<file path="src/rtl/spr_pkg.sv">
// Shared SPR pipeline definitions: pixel/beat geometry and lane offsets.
// Imported by the input packer and the re-gamma stage.
package spr_pkg;

  localparam int PIX_W       = 10;
  localparam int PIXEL_W     = 3 * PIX_W;
  localparam int PPB         = 4;
  localparam int BEAT_W      = PPB * PIXEL_W;
  localparam int GAMMA_OUT_W = 11;

  localparam int R_LSB = 0;
  localparam int G_LSB = PIX_W;
  localparam int B_LSB = 2 * PIX_W;

  // LSB of pixel lane n within a packed beat.
  function automatic int pix_lsb(input int n);
    return n * PIXEL_W;
  endfunction

endpackage

</file>
<file path="src/rtl/spr_sync_dly.sv">
// Delay line for {hs,vs} with DEPTH register stages; latency DEPTH cycles.
// No backpressure: shifts every clock.
module spr_sync_dly #(
  parameter int DEPTH = 1
) (
  input  logic clk,
  input  logic rst_n,
  input  logic i_hs,
  input  logic i_vs,
  output logic o_hs,
  output logic o_vs
);

  logic [1:0] sr_q [DEPTH];

  always_ff @(posedge clk or negedge rst_n) begin
    if (!rst_n) begin
      for (int k = 0; k < DEPTH; k++) sr_q[k] <= 2'b00;
    end else begin
      sr_q[0] <= {i_hs, i_vs};
      for (int k = 1; k < DEPTH; k++) sr_q[k] <= sr_q[k-1];
    end
  end

  assign o_hs = sr_q[DEPTH-1][1];
  assign o_vs = sr_q[DEPTH-1][0];

endmodule

</file>
<file path="src/rtl/spr_pixel_pack.sv">
// Packs 1 pixel/clk into 4-pixel beats, edge-replicating partial beats at line end.
// Latency 1 cycle (beat and syncs); never stalls, no backpressure.
module spr_pixel_pack
  import spr_pkg::*;
#(
  parameter int PIX_W  = 10,
  parameter int XCNT_W = 10
) (
  input  logic                clk,
  input  logic                rst_n,
  input  logic                i_hs,
  input  logic                i_vs,
  input  logic                i_de,
  input  logic [3*PIX_W-1:0]  i_pix,
  output logic                o_hs,
  output logic                o_vs,
  output logic                o_de,
  output logic [12*PIX_W-1:0] o_pix,
  output logic [1:0]          o_pad,
  output logic [XCNT_W-1:0]   o_x,
  output logic                o_err
);

  localparam int LANE_W = 3 * PIX_W;

  logic [LANE_W-1:0]   slot_q [PPB];
  logic [1:0]          s_q;
  logic                de_q;
  logic [XCNT_W-1:0]   bcnt_q;

  logic                sync;
  logic                proto_err;
  logic                full_beat;
  logic                flush_beat;
  logic [LANE_W-1:0]   last_pix;
  logic [12*PIX_W-1:0] beat_dat;

  assign sync       = i_hs | i_vs;
  assign proto_err  = i_de & sync;
  // A sync inside active video abandons the partial beat, so no full beat either.
  assign full_beat  = i_de & ~sync & (s_q == 2'd3);
  assign flush_beat = ~i_de & de_q & (s_q != 2'd0);
  assign last_pix   = slot_q[s_q - 2'd1];

  always_comb begin
    beat_dat = '0;
    for (int j = 0; j < PPB; j++) begin
      if (full_beat)
        beat_dat[j*LANE_W +: LANE_W] = (j == PPB - 1) ? i_pix : slot_q[j];
      else if (2'(j) < s_q)
        beat_dat[j*LANE_W +: LANE_W] = slot_q[j];
      else
        beat_dat[j*LANE_W +: LANE_W] = last_pix;
    end
  end

  always_ff @(posedge clk or negedge rst_n) begin
    if (!rst_n) begin
      for (int k = 0; k < PPB; k++) slot_q[k] <= '0;
      s_q    <= 2'd0;
      de_q   <= 1'b0;
      bcnt_q <= '0;
      o_de   <= 1'b0;
      o_pix  <= '0;
      o_pad  <= 2'd0;
      o_x    <= '0;
      o_err  <= 1'b0;
    end else begin
      de_q <= i_de;
      if (i_de) begin
        slot_q[s_q] <= i_pix;
        s_q         <= proto_err ? 2'd0 : s_q + 2'd1;
      end else if (flush_beat) begin
        s_q <= 2'd0;
      end

      o_de <= full_beat | flush_beat;
      if (full_beat | flush_beat) begin
        o_pix <= beat_dat;
        o_pad <= full_beat ? 2'd0 : 2'd0 - s_q;
        o_x   <= bcnt_q;
      end

      // Clear wins so a flush coinciding with the next line's hs still starts at 0.
      if (sync)
        bcnt_q <= '0;
      else if (full_beat | flush_beat)
        bcnt_q <= bcnt_q + XCNT_W'(1);

      if (proto_err) o_err <= 1'b1;
    end
  end

  spr_sync_dly #(.DEPTH(1)) u_sync_dly (
    .clk   (clk),
    .rst_n (rst_n),
    .i_hs  (i_hs),
    .i_vs  (i_vs),
    .o_hs  (o_hs),
    .o_vs  (o_vs)
  );

endmodule
</file>
<file path="config.mk">
export PLATFORM = sky130hd
export DESIGN_NAME = spr_pixel_pack
export DESIGN_NICKNAME = d
export VERILOG_FILES = /design/src/rtl/spr_pkg.sv /design/src/rtl/spr_sync_dly.sv /design/src/rtl/spr_pixel_pack.sv
export SDC_FILE = /design/constraint.sdc
export NUM_CORES = 1
export LEC_CHECK = 0
export CAP_MARGIN = 20
export CELL_PAD_IN_SITES_DETAIL_PLACEMENT = 1
export CELL_PAD_IN_SITES_GLOBAL_PLACEMENT = 1
export CORE_MARGIN = 3
export CORE_UTILIZATION = 34
export CTS_CLUSTER_DIAMETER = 40
export CTS_CLUSTER_SIZE = 28
export DETAILED_ROUTE_END_ITERATION = 8
export PLACE_DENSITY_LB_ADDON = 0.15
export SYNTH_ARGS = -nofsm -noshare
export SYNTH_HDL_FRONTEND = slang
export SYNTH_SLANG_ARGS = --single-unit
</file>
<file path="constraint.sdc">
create_clock -name clk -period 2.7 [get_ports clk]
set_clock_uncertainty 0.15 [all_clocks]
set_input_delay 0.675 -clock clk [delete_from_list [all_inputs] [get_ports clk]]
set_output_delay 0.675 -clock clk [all_outputs]
set_load 0.05 [all_outputs]
</file>
==> results of run 1 <==
==> layout make-up <==
| cell class | count | area (µm²) |
|---|---|---|
| sequential | 269 | 6730 |
| tap | 448 | 561 |
| clock buffer | 57 | 1230 |
| clock inverter | 20 | 272 |
| fill | 3536 | 18100 |
| inverter | 3 | 16.3 |
| multi-input combinational | 663 | 4560 |
| timing repair buffer | 212 | 2240 |
==> worst paths after layout <==
check                          start         end  slack (ns)  cells past startpoint
setup / recovery           o_pix[61]   o_pix[61]        0.09                      1
hold / removal             o_pix[15]   o_pix[15]        0.31                      2
setup reg to reg              s_q[1]   o_pix[83]        0.40                      6
hold reg to reg            o_pix[15]   o_pix[15]        0.31                      2
max in group asynchronous      rst_n  slot_q[15]        1.15                      4
min in group asynchronous      rst_n  slot_q[21]        0.48                      2
==> routing by layer <==
metal,part of all wire,up-vias,routed length (µm),GRT usage
met4,0.020,0,702,0.0511
met5,0,-,0,0
met1,0.46,4351,15800,0.262
met2,0.48,159,16700,0.321
li1,-,3846,-,-
met3,0.035,54,1210,0.0312
==> repair_timing <==
action / in CTS / in global routing
hold buffers: 1 / 0
endpoints found under the hold margin: 24 / 0
resized for setup: 0 / 0
endpoints found under the setup margin: 0 / 0
==> sequential cells by signal, indices dropped and copies added, names as in the netlist <==
name and count:
bcnt_q 10, de_q 1, o_de 1, o_err 1
o_pad 2, o_pix 120, o_x 10, s_q 2
slot_q 120, u_sync_dly.sr_q 2
==> cell families after synthesis <==
family          share of synthesized area
xor+xnor                          0.00676
flops                               0.577
mux                                 0.201
buf+inv                            0.0328
compound gates                     0.0717
simple gates                        0.105
fa+ha+maj                         0.00537
==> worst reg2reg max path: stages, from the launching register on <==
cell     delay, ns
dfrtp_1       0.43
inv_1         0.09
ha_2          0.59
buf_12        0.26
mux4_2        0.37
mux2i_1       0.19
a21oi_1       0.10
==> cell usage in the layout, fill, tap and decap left out, drive strengths merged <==
cell type      Yosys  layout
clkbuf             9      57
xor2               8       8
clkinvlp           0       4
mux2             120     120
clkdlybuf4s50      0     169
o2111ai            3       3
ha                 5       5
mux4              30      30
nor2             102     102
nand2b             2       2
clkinv             0       9
inv                3       4
nand3b             1       1
and3               2       2
nand4bb            1       1
o22ai              1       1
dlygate4sd3        0       1
bufinv             0       6
or2                1       1
dfrtp            269     269
and4               3       3
nand2            190     190
and2               1       1
and4bb             1       1
nor3b              1       1
buf               58      42
mux2i             32      32
xnor2              1       1
a21o               1       1
o211ai             4       4
o21ai              2       2
a21oi            151     151
==> report_power, final <==
part / switching, µW / leakage [µW] / internal (µW)
Clock: 1940 / 0.000730 / 3770
Sequential: 832 / 0.00329 / 5210
Combinational: 3740 / 0.00279 / 2230
Total: 6510 / 0.00681 / 11200
==> per-stage QoR <==
| stage | setup slack, ns | cell area, µm² | instances | hold WS (ns) |
|---|---|---|---|---|
| floorplan | 0.609 | 11700 | 1002 | 0.229 |
| global placement | 0.195 | 14100 | 1594 | 0.294 |
| detailed placement | 0.148 | 14100 | 1594 | 0.300 |
| CTS | 0.0808 | 15600 | 1672 | 0.319 |
| global route | 0.0407 | 15600 | 1672 | 0.340 |
| finish | 0.0882 | 15600 | 1672 | 0.313 |
==> metrics.md, run 1 <==
| Metric | Value |
|---|---|
| Die width | 191 µm |
| Syn Area/Cell | ~12 µm² |
| Worst slew margin | 0.599 |
| Max-Cap Viols | 0 |
| Port bufs | between 150 and 200 |
| Gate Count Post-Synth | about 1000 |
| Die area | 36500 µm² |
| Routed WL | approximately 34 mm |
| H-tree depth | 2 |
| CTS clock-pin slew for the worst setup and hold paths | approximately 0.06 ns |
| Longest Clk Path Bufs | 3 |
| Synth cell count leaders | dfrtp_1, nand2_1, a21oi_1 |
| # Post-CTS Setup Buffers | 0 |
| CP delay by family, top | buffers and inverters |
| Largest net degree at the start of global routing | slightly below 80 |
| Tmin final | 2.61 ns |
| Slowest CP cell | clkdlybuf4s50_1 |
| Top-count cell post-synth | dfrtp_1 |
| Post-synth top area share | 0.577 |
| Cell Pwr Density | 1140 nW/µm² |
| Total track usage | 0.193 |
| Crit path max fanout | 2 |
| Post-synth EDFFs | 0 |
| HP Class | reg -> reg |
| Post-synth ARST share | 1.00 |
| Required time worst endpoint | between 1.5 and 2 ns |
| Setup crit end kind | output pin |
| Post-layout util | 0.463 |
| Synth area leader | dfrtp_1 |
| # rows | between 60 and 70 |
| ANT nets after route | 0 |
| Total CTS buffers | between 40 and 50 |
| TritonCTS clock tree | done |
| Initial Utilization | 0.346 |
| Lkg Pwr | approximately 0.0068 µW |
| Vias per cell | approximately 5.0 |
| Wire per inst | between 20 and 25 µm |
| Root buffer cell | clkbuf_16 |
| Pins Over Slew Limit | 0 |
| Vias | roughly 8400 |
| Fin crit share | 0.967 |
| Slew @ Worst Pin | roughly 0.6 ns |
| Fin nets | about 1200 |
| CP Buf/Inv Count | 1 |
| Startpoint types | flop |
| Clock latency at the later pin of the worst-skew pair | about 0.53 ns |
| Seq cells post-synth | approximately 270 |
| Chip height | ~190 µm |
| Gpl congestion | about 0.74 |
| Crit Path Category | reg -> out |
| First-pass GRT wire length | about 55 mm |
| Register area share after synthesis | 0.577 |
| Maximum vdd drop | between 0.5 and 0.6 mV |
| CP Cell Sequence | clkdlybuf4s50_1 |
| Clock Sinks | 269 |
| Share of cells above drive strength 1 | 0.227 |
| Total Power | 17700 µW |
| Remaining DRCs | 0 |
| RSZ-0062 raised after global routing | no |
| Area Overhead vs Synth | 33.9% |
| Final hold vios | 0 |
| HPWL after DPL | about 22 mm |
| Count of cell types in the netlist | 31 |
| Worst EP arrival | 1.79 ns |
| Cell Area, Synth | approximately 12000 µm² |
| Most frequently used flop master after synthesis | dfrtp_1 |
| Initial antenna violation count | 0 |
| Number of global-route vias before repair | a little over 9000 |
| Post-synth net total | between 1000 and 1500 |
| Synth warnings | 0 |
| DRT Pass-1 Iters | 4 |
| Initial drt markers | between 200 and 300 |
| Ranking of synthesized cells by area | dfrtp_1, mux2_2, a21oi_1 |
| Top-Level Pins | around 170 |
| Gr ovfl total | 0 |
| Run status | finished, final reports clean |
| F_max | 383 MHz |
| Number of diodes | 0 |
| Final setup vio count | 0 |
| Critical Path Max Stage Delay | 0.84 ns |
| Core Region | around 34000 µm² |
| Setup TNS | 0 ns |
(Power assumes the default switching activity.)
==> run 2, diff against run 1 <==
--- a/config.mk
+++ b/config.mk
@@ -13,6 +13,7 @@
 export CTS_CLUSTER_DIAMETER = 40
 export CTS_CLUSTER_SIZE = 28
 export DETAILED_ROUTE_END_ITERATION = 8
+export GPL_TIMING_DRIVEN = 0
 export PLACE_DENSITY_LB_ADDON = 0.15
 export SYNTH_ARGS = -nofsm -noshare
 export SYNTH_HDL_FRONTEND = slang
==> run 2 against run 1 <==
The run now ends with hold timing left. Setup slack worse by 0.0025 ns. Clock power hardly changed. Die area stayed put. Critical path depth stayed put. Maximum frequency hardly changed. Count of clock-buffer cells in the layout is 2 higher. Via count is 2.3% higher. Critical path type unchanged. Critical endpoint is now o_pix[119]. Largest power group unchanged. Highest routed layer is now met5.
==> metrics.md, run 2 (synthesized netlist as in run 1, its figures left out) <==
| Metric | Value |
|---|---|
| Routed WL | 37.1 mm (was 34.4 mm) |
| Placed cells | 1622 (was 1594) |
| Crit Path Category | reg -> out (unchanged) |
| Wire per inst | 21.8 µm (was 20.6 µm) |
| Critical path destination | o_pix[119] (was o_pix[61]) |
| Die width | 191 µm (unchanged) |
| Final hold vios | 3 (was 0) |
| Startpoint types | flop (unchanged) |
| H-tree depth | 2 (unchanged) |
| Vias per cell | 5.05 (was 5.03) |
| # Post-CTS Setup Buffers | 0 (unchanged) |
| Most frequent cells in the layout | dfrtp_1, nand2_1, clkdlybuf4s50_1 (unchanged) |
| Flip-flop and latch area | 6730 µm² (about the same) |
| Biggest regs | o_pix (120), slot_q (120) (unchanged) |
| Lkg Pwr | 0.00683 µW (was 0.00681 µW) |
| Crit path max fanout | 2 (unchanged) |
| F_max | 383 MHz (about the same) |
| Remaining DRCs | 0 (unchanged) |
| Tmin final | 2.61 ns (about the same) |
| Total CTS buffers | 45 (unchanged) |
| Total track usage | 0.206 (was 0.193) |
| Share of cells above drive strength 1 | 0.233 (was 0.227) |
| Vias | 8604 (was 8410) |
| Number of diodes | 0 (unchanged) |
| Slew @ Worst Pin | 0.769 ns (was 0.600 ns) |
| Max-Cap Viols | 0 (unchanged) |
| R2R depth | 8 (was 6) |
| CP Cell Sequence | clkdlybuf4s50_1 (unchanged) |
| RSZ-0062 raised after global routing | yes (was no) |
| Setup crit end kind | output pin (unchanged) |
| Setup TNS | 0 ns (unchanged) |
| Pins Over Slew Limit | 0 (unchanged) |
| R2R setup slack | 0.10 ns (was 0.40 ns) |
| Longest Clk Path Bufs | 3 (unchanged) |
| Filler cell count | 3593 (was 3536) |
| Gpl congestion | 0.774 (was 0.741) |
| Root buffer cell | clkbuf_16 (unchanged) |
| ANT nets after route | 0 (unchanged) |
| Slowest CP cell | clkdlybuf4s50_1 (unchanged) |
| Worst slew margin | 0.488 (was 0.599) |
| Multi-input gate area | 4560 µm² (about the same) |
| Maximum vdd drop | 0.633 mV (was 0.595 mV) |
| Core Region | 33700 µm² (unchanged) |
| Worst EP arrival | 1.79 ns (about the same) |
| First-pass GRT wire length | 57.3 mm (was 54.9 mm) |
| Required time worst endpoint | 1.88 ns (about the same) |
| CP Buf/Inv Count | 1 (unchanged) |
| Fin nets | 1261 (was 1234) |
| Area Overhead vs Synth | 33.1% (was 33.9%) |
| Hold_ws | -0.0128 ns (was 0.313 ns) |
| HP Class | in -> async (was reg -> reg) |
| Largest net degree at the start of global routing | 112 (was 78) |
| Chip height | 191 µm (unchanged) |
| Failing checks | hold timing |
| Run status | finished, violations left (was finished, final reports clean) |
| Initial drt markers | 491 (was 294) |
| Clock Sinks | 269 (unchanged) |
| TritonCTS clock tree | done (unchanged) |
| R2R Path Start | s_q[0] (was s_q[1]) |
| Worst Setup SP | o_pix[119] (was o_pix[61]) |
| Critical path depth | 1 (unchanged) |
| CP delay by family, top | buffers and inverters (unchanged) |
| Top-Level Pins | 171 (unchanged) |
| Die area | 36500 µm² (unchanged) |
| R2r endpoint | o_pix[72] (was o_pix[83]) |
| CTS clock-pin slew for the worst setup and hold paths | 0.06 ns (about the same) |
| Initial antenna violation count | 1 (was 0) |
| HPWL after DPL | 24.5 mm (was 22.0 mm) |
| Clock latency at the later pin of the worst-skew pair | 0.53 ns (about the same) |
| DRT Pass-1 Iters | 4 (unchanged) |
| Cell Pwr Density | 1140 nW/µm² (about the same) |
| Final setup vio count | 0 (unchanged) |
| # rows | 67 (unchanged) |
| Initial Utilization | 0.346 (unchanged) |
| Fin cells | 1703 (was 1672) |
| Most common cell after layout, fill and taps aside | dfrtp_1 (unchanged) |
| Critical Path Max Stage Delay | 0.84 ns (about the same) |
| Fin crit share | 0.968 (was 0.967) |
| Port bufs | 170 (unchanged) |
| Number of global-route vias before repair | 9469 (was 9292) |
| Gr ovfl total | 0 (unchanged) |
-- run 2: power by group --
group	switching (µW)	total, µW	internal [µW]	leakage, µW
clock network	2010	5710	3710	0.000720
registers	841	6050	5210	0.00330
logic	3760	5980	2210	0.00281
total	6610	17700	11100	0.00683
-- run 2: area by class of cell --
cell class | instances | share of cell area
Multi-Input combinational cell | 663 | 0.294
Timing Repair Buffer | 172 | 0.113
Clock buffer | 59 | 0.0798
Clock inverter | 22 | 0.0172
Sequential cell | 269 | 0.434
Inverter | 3 | 0.000725
Buffer | 67 | 0.0251
Tap cell | 448 | 0.0361
-- run 2: worst min path at each step --
stage,start,to,slack [ns],cells past startpoint
6_report,rst_n,o_x[5],-0.01,1
5_1_grt,rst_n,o_x[5],0.04,1
4_1_cts,rst_n,o_x[2],0.04,1
3_5_place_dp,o_err,o_err,0.30,1
3_3_place_gp,o_err,o_err,0.29,1
2_1_floorplan,rst_n,bcnt_q[0],0.23,0
-- run 2: what timing repair did --
action,4_1_cts,5_1_grt
hold buffers,0,0
setup endpoints to repair,15,69
pin swaps,0,0
gates resized for setup,4,7
-- run 2: layer usage --
metal  track usage  part of all wire  wire length [µm]  up-vias
li1              -                 -                 -     3895
met1         0.282              0.46             17000     4456
met3        0.0279             0.035              1310       65
met5             0           0.00038                14        -
met4        0.0596             0.023               865        2
met2         0.343              0.48             17900      186
-- run 2: through the flow --
stage          total power, µW  worst slack (ns)  hold WS, ns  instance area, µm²   util
2_1_floorplan             9850             0.609        0.229               11700      -
3_3_place_gp             12000            -11.58        0.292               13900  0.413
3_5_place_dp             12100            -0.169        0.301               14000  0.415
4_1_cts                  17900            0.0323       0.0414               15500  0.460
5_1_grt                  18600           -0.0210       0.0417               15500  0.461
6_report                 17700            0.0857      -0.0128               15500  0.461
==> run 3, diff against run 2 <==
--- a/config.mk
+++ b/config.mk
@@ -11,10 +11,11 @@
 export CORE_MARGIN = 3
 export CORE_UTILIZATION = 34
 export CTS_CLUSTER_DIAMETER = 40
-export CTS_CLUSTER_SIZE = 28
+export CTS_CLUSTER_SIZE = 10
 export DETAILED_ROUTE_END_ITERATION = 8
 export GPL_TIMING_DRIVEN = 0
 export PLACE_DENSITY_LB_ADDON = 0.15
+export RECOVER_POWER = 100
 export SYNTH_ARGS = -nofsm -noshare
 export SYNTH_HDL_FRONTEND = slang
 export SYNTH_SLANG_ARGS = --single-unit
==> run 3 against run 2 <==
The flow finishes with violations (capacitance limit, slew limit). Power grew 1.1%. Combinational power about the same. Sequential share of layout area shrank 0.11 points. Largest power group unchanged. Non-clock buffer count did not move.
==> metrics.md, run 3 (synthesized netlist as in run 1, its figures left out) <==
| Metric | Value |
|---|---|
| TritonCTS clock tree | done (unchanged) |
| Worst Setup SP | o_pix[119] (unchanged) |
| Total CTS buffers | 45 (unchanged) |
| Number of diodes | 0 (unchanged) |
| Fin crit share | 0.962 (was 0.968) |
| Biggest regs | o_pix (120), slot_q (120) (unchanged) |
| DRT Pass-1 Iters | 7 (was 4) |
| RSZ-0062 raised after global routing | yes (unchanged) |
| R2R setup slack | 0.10 ns (about the same) |
| Core Region | 33700 µm² (unchanged) |
| Placed cells | 1622 (unchanged) |
| Initial drt markers | 464 (was 491) |
| Root buffer cell | clkbuf_16 (unchanged) |
| Number of global-route vias before repair | 9454 (was 9469) |
| ANT nets after route | 0 (unchanged) |
| Setup crit end kind | output pin (unchanged) |
| Finished Cell Area | 15600 µm² (was 15500 µm²) |
| Slowest CP cell | clkdlybuf4s50_1 (unchanged) |
| CP Cell Sequence | clkdlybuf4s50_1 (unchanged) |
| H-tree depth | 2 (unchanged) |
| Most common cell after layout, fill and taps aside | dfrtp_1 (unchanged) |
| Final hold vios | 0 (was 3) |
| Clock Sinks | 269 (unchanged) |
| Top-Level Pins | 171 (unchanged) |
| Area post-placement | 14000 µm² (unchanged) |
| Hold Startpoint | o_x[8] |
| Met2 usage | 0.346 (was 0.343) |
| Fin nets | 1261 (unchanged) |
| Fin cells | 1701 (was 1703) |
| Remaining DRCs | 0 (unchanged) |
| Final setup vio count | 0 (unchanged) |
| R2r endpoint | o_pix[73] (was o_pix[72]) |
| Filler cell count | 3586 (was 3593) |
| Routed WL | 37.1 mm (about the same) |
| GR peak layer | met2 (unchanged) |
| Hold Crit Endpoint | o_x[8] |
| Die area | 36500 µm² (unchanged) |
| Initial Utilization | 0.346 (unchanged) |
| Slew @ Worst Pin | 2.19 ns (was 0.769 ns) |
| Die width | 191 µm (unchanged) |
| Worst slew margin | -0.458 (was 0.488) |
| CP Buf/Inv Count | 1 (unchanged) |
| Total track usage | 0.206 (about the same) |
| Run status | finished, violations left (unchanged) |
| Crit Path Category | reg -> out (unchanged) |
| Most frequent cells in the layout | dfrtp_1, nand2_1, clkdlybuf4s50_1 (unchanged) |
| Max-Cap Viols | 1 (was 0) |
| Hold_ws | 0.311 ns (was -0.0128 ns) |
| HPWL after DPL | 24.5 mm (unchanged) |
| CTS clock-pin slew for the worst setup and hold paths | 0.05 ns (was 0.06 ns) |
| F_max | 385 MHz (was 383 MHz) |
| Met3 usage | 0.0281 (was 0.0279) |
| Initial antenna violation count | 1 (unchanged) |
| Cell Pwr Density | 1150 nW/µm² (was 1140 nW/µm²) |
| Share of cells above drive strength 1 | 0.232 (was 0.233) |
| Critical Path Max Stage Delay | 0.84 ns (about the same) |
| R2R Path Start | s_q[0] (unchanged) |
| Clock latency at the later pin of the worst-skew pair | 0.53 ns (about the same) |
| Lkg Pwr | 0.00687 µW (was 0.00683 µW) |
| Pins Over Slew Limit | 88 (was 0) |
| Vias | 8566 (was 8604) |
| Post-layout util | 0.462 (was 0.461) |
| Worst EP arrival | 1.77 ns (was 1.79 ns) |
| Largest net degree at the start of global routing | 112 (unchanged) |
| Required time worst endpoint | 1.88 ns (about the same) |
| Wire per inst | 21.8 µm (about the same) |
| Longest Clk Path Bufs | 3 (unchanged) |
| Maximum vdd drop | 0.559 mV (was 0.633 mV) |
| Gpl congestion | 0.774 (unchanged) |
| Vias per cell | 5.04 (was 5.05) |
| Chip height | 191 µm (unchanged) |
| Crit path max fanout | 2 (unchanged) |
| First-pass GRT wire length | 57.4 mm (was 57.3 mm) |
| Worst hold path depth | 2 |
| CP delay by family, top | buffers and inverters (unchanged) |
| # rows | 67 (unchanged) |
| R2R depth | 8 (unchanged) |
| Startpoint types | flop (unchanged) |
| Gr ovfl total | 0 (unchanged) |
| Area Overhead vs Synth | 33.5% (was 33.1%) |
| HP Class | reg -> reg (was in -> async) |
| Port bufs | 170 (unchanged) |
| Tmin final | 2.60 ns (was 2.61 ns) |
| Met1 usage | 0.281 (was 0.282) |
| Failing checks | capacitance limit, slew limit (was hold timing) |
run 3: changes by cell type in the layout (fill, tap and decap cells not counted):
cell | before | now
buf_2 | 39 | 27
dlygate4sd3_1 | 0 | 3
clkbuf_8 | 6 | 8
clkinv_2 | 6 | 5
bufinv_16 | 5 | 7
buf_8 | 1 | 0
clkdlybuf4s50_1 | 169 | 166
clkinvlp_4 | 7 | 4
clkbuf_2 | 0 | 11
run 3: repair_timing:
item / in CTS / in global routing
setup endpoints to repair: 19 / 69
cloned: 0 / 0
hold buffers: 0 / 0
buffers inserted: 0 / 0
gates resized for setup: 4 / 7
run 3: final cells by class:
class	instances	area, µm²	area share
inverters	3	11.3	0.000724
repair buffers	172	1750	0.113
clock inverters	20	300	0.0193
flip-flops and latches	269	6730	0.433
plain buffers	67	388	0.0249
multi-input cells	663	4560	0.293
well taps	448	561	0.0360
clock buffers	59	1260	0.0809
run 3: layer usage:
layer	vias up	wire length [µm]
li1	3885	-
met1	4404	16500
met2	211	18000
met3	64	1850
met4	2	779
met5	-	14
run 3: tightest hold or removal path, stage by stage, from the launching register on:
cell	delay, ns
dfrtp_1	0.33
nand2_1	0.05
nand2_1	0.05
run 3: where the power goes:
part | internal, µW | switching (µW) | leakage (µW)
clock | 3930 | 1960 | 0.000756
sequential | 5210 | 845 | 0.00330
combinational | 2210 | 3760 | 0.00282
total | 11400 | 6570 | 0.00687
run 3: worst max-delay path by stage:
stage | slack (ns) | to | cells past startpoint
finish | 0.10 | o_pix[119] | 1
global route | -0.02 | o_pix[71] | 8
CTS | 0.02 | o_pix[63] | 10
detailed placement | -0.17 | o_pix[39] | 7
global placement | -11.58 | o_pix[8] | 1
floorplan | 0.61 | o_pix[61] | 8
run 3: per-stage QoR:
stage	TNS (ns)	total power, µW	setup WS (ns)
2_1_floorplan	0	9850	0.609
3_3_place_gp	-3109.29	12000	-11.58
3_5_place_dp	-8.68	12100	-0.169
4_1_cts	0	18200	0.0217
5_1_grt	-0.0606	18800	-0.0209
6_report	0	17900	0.102
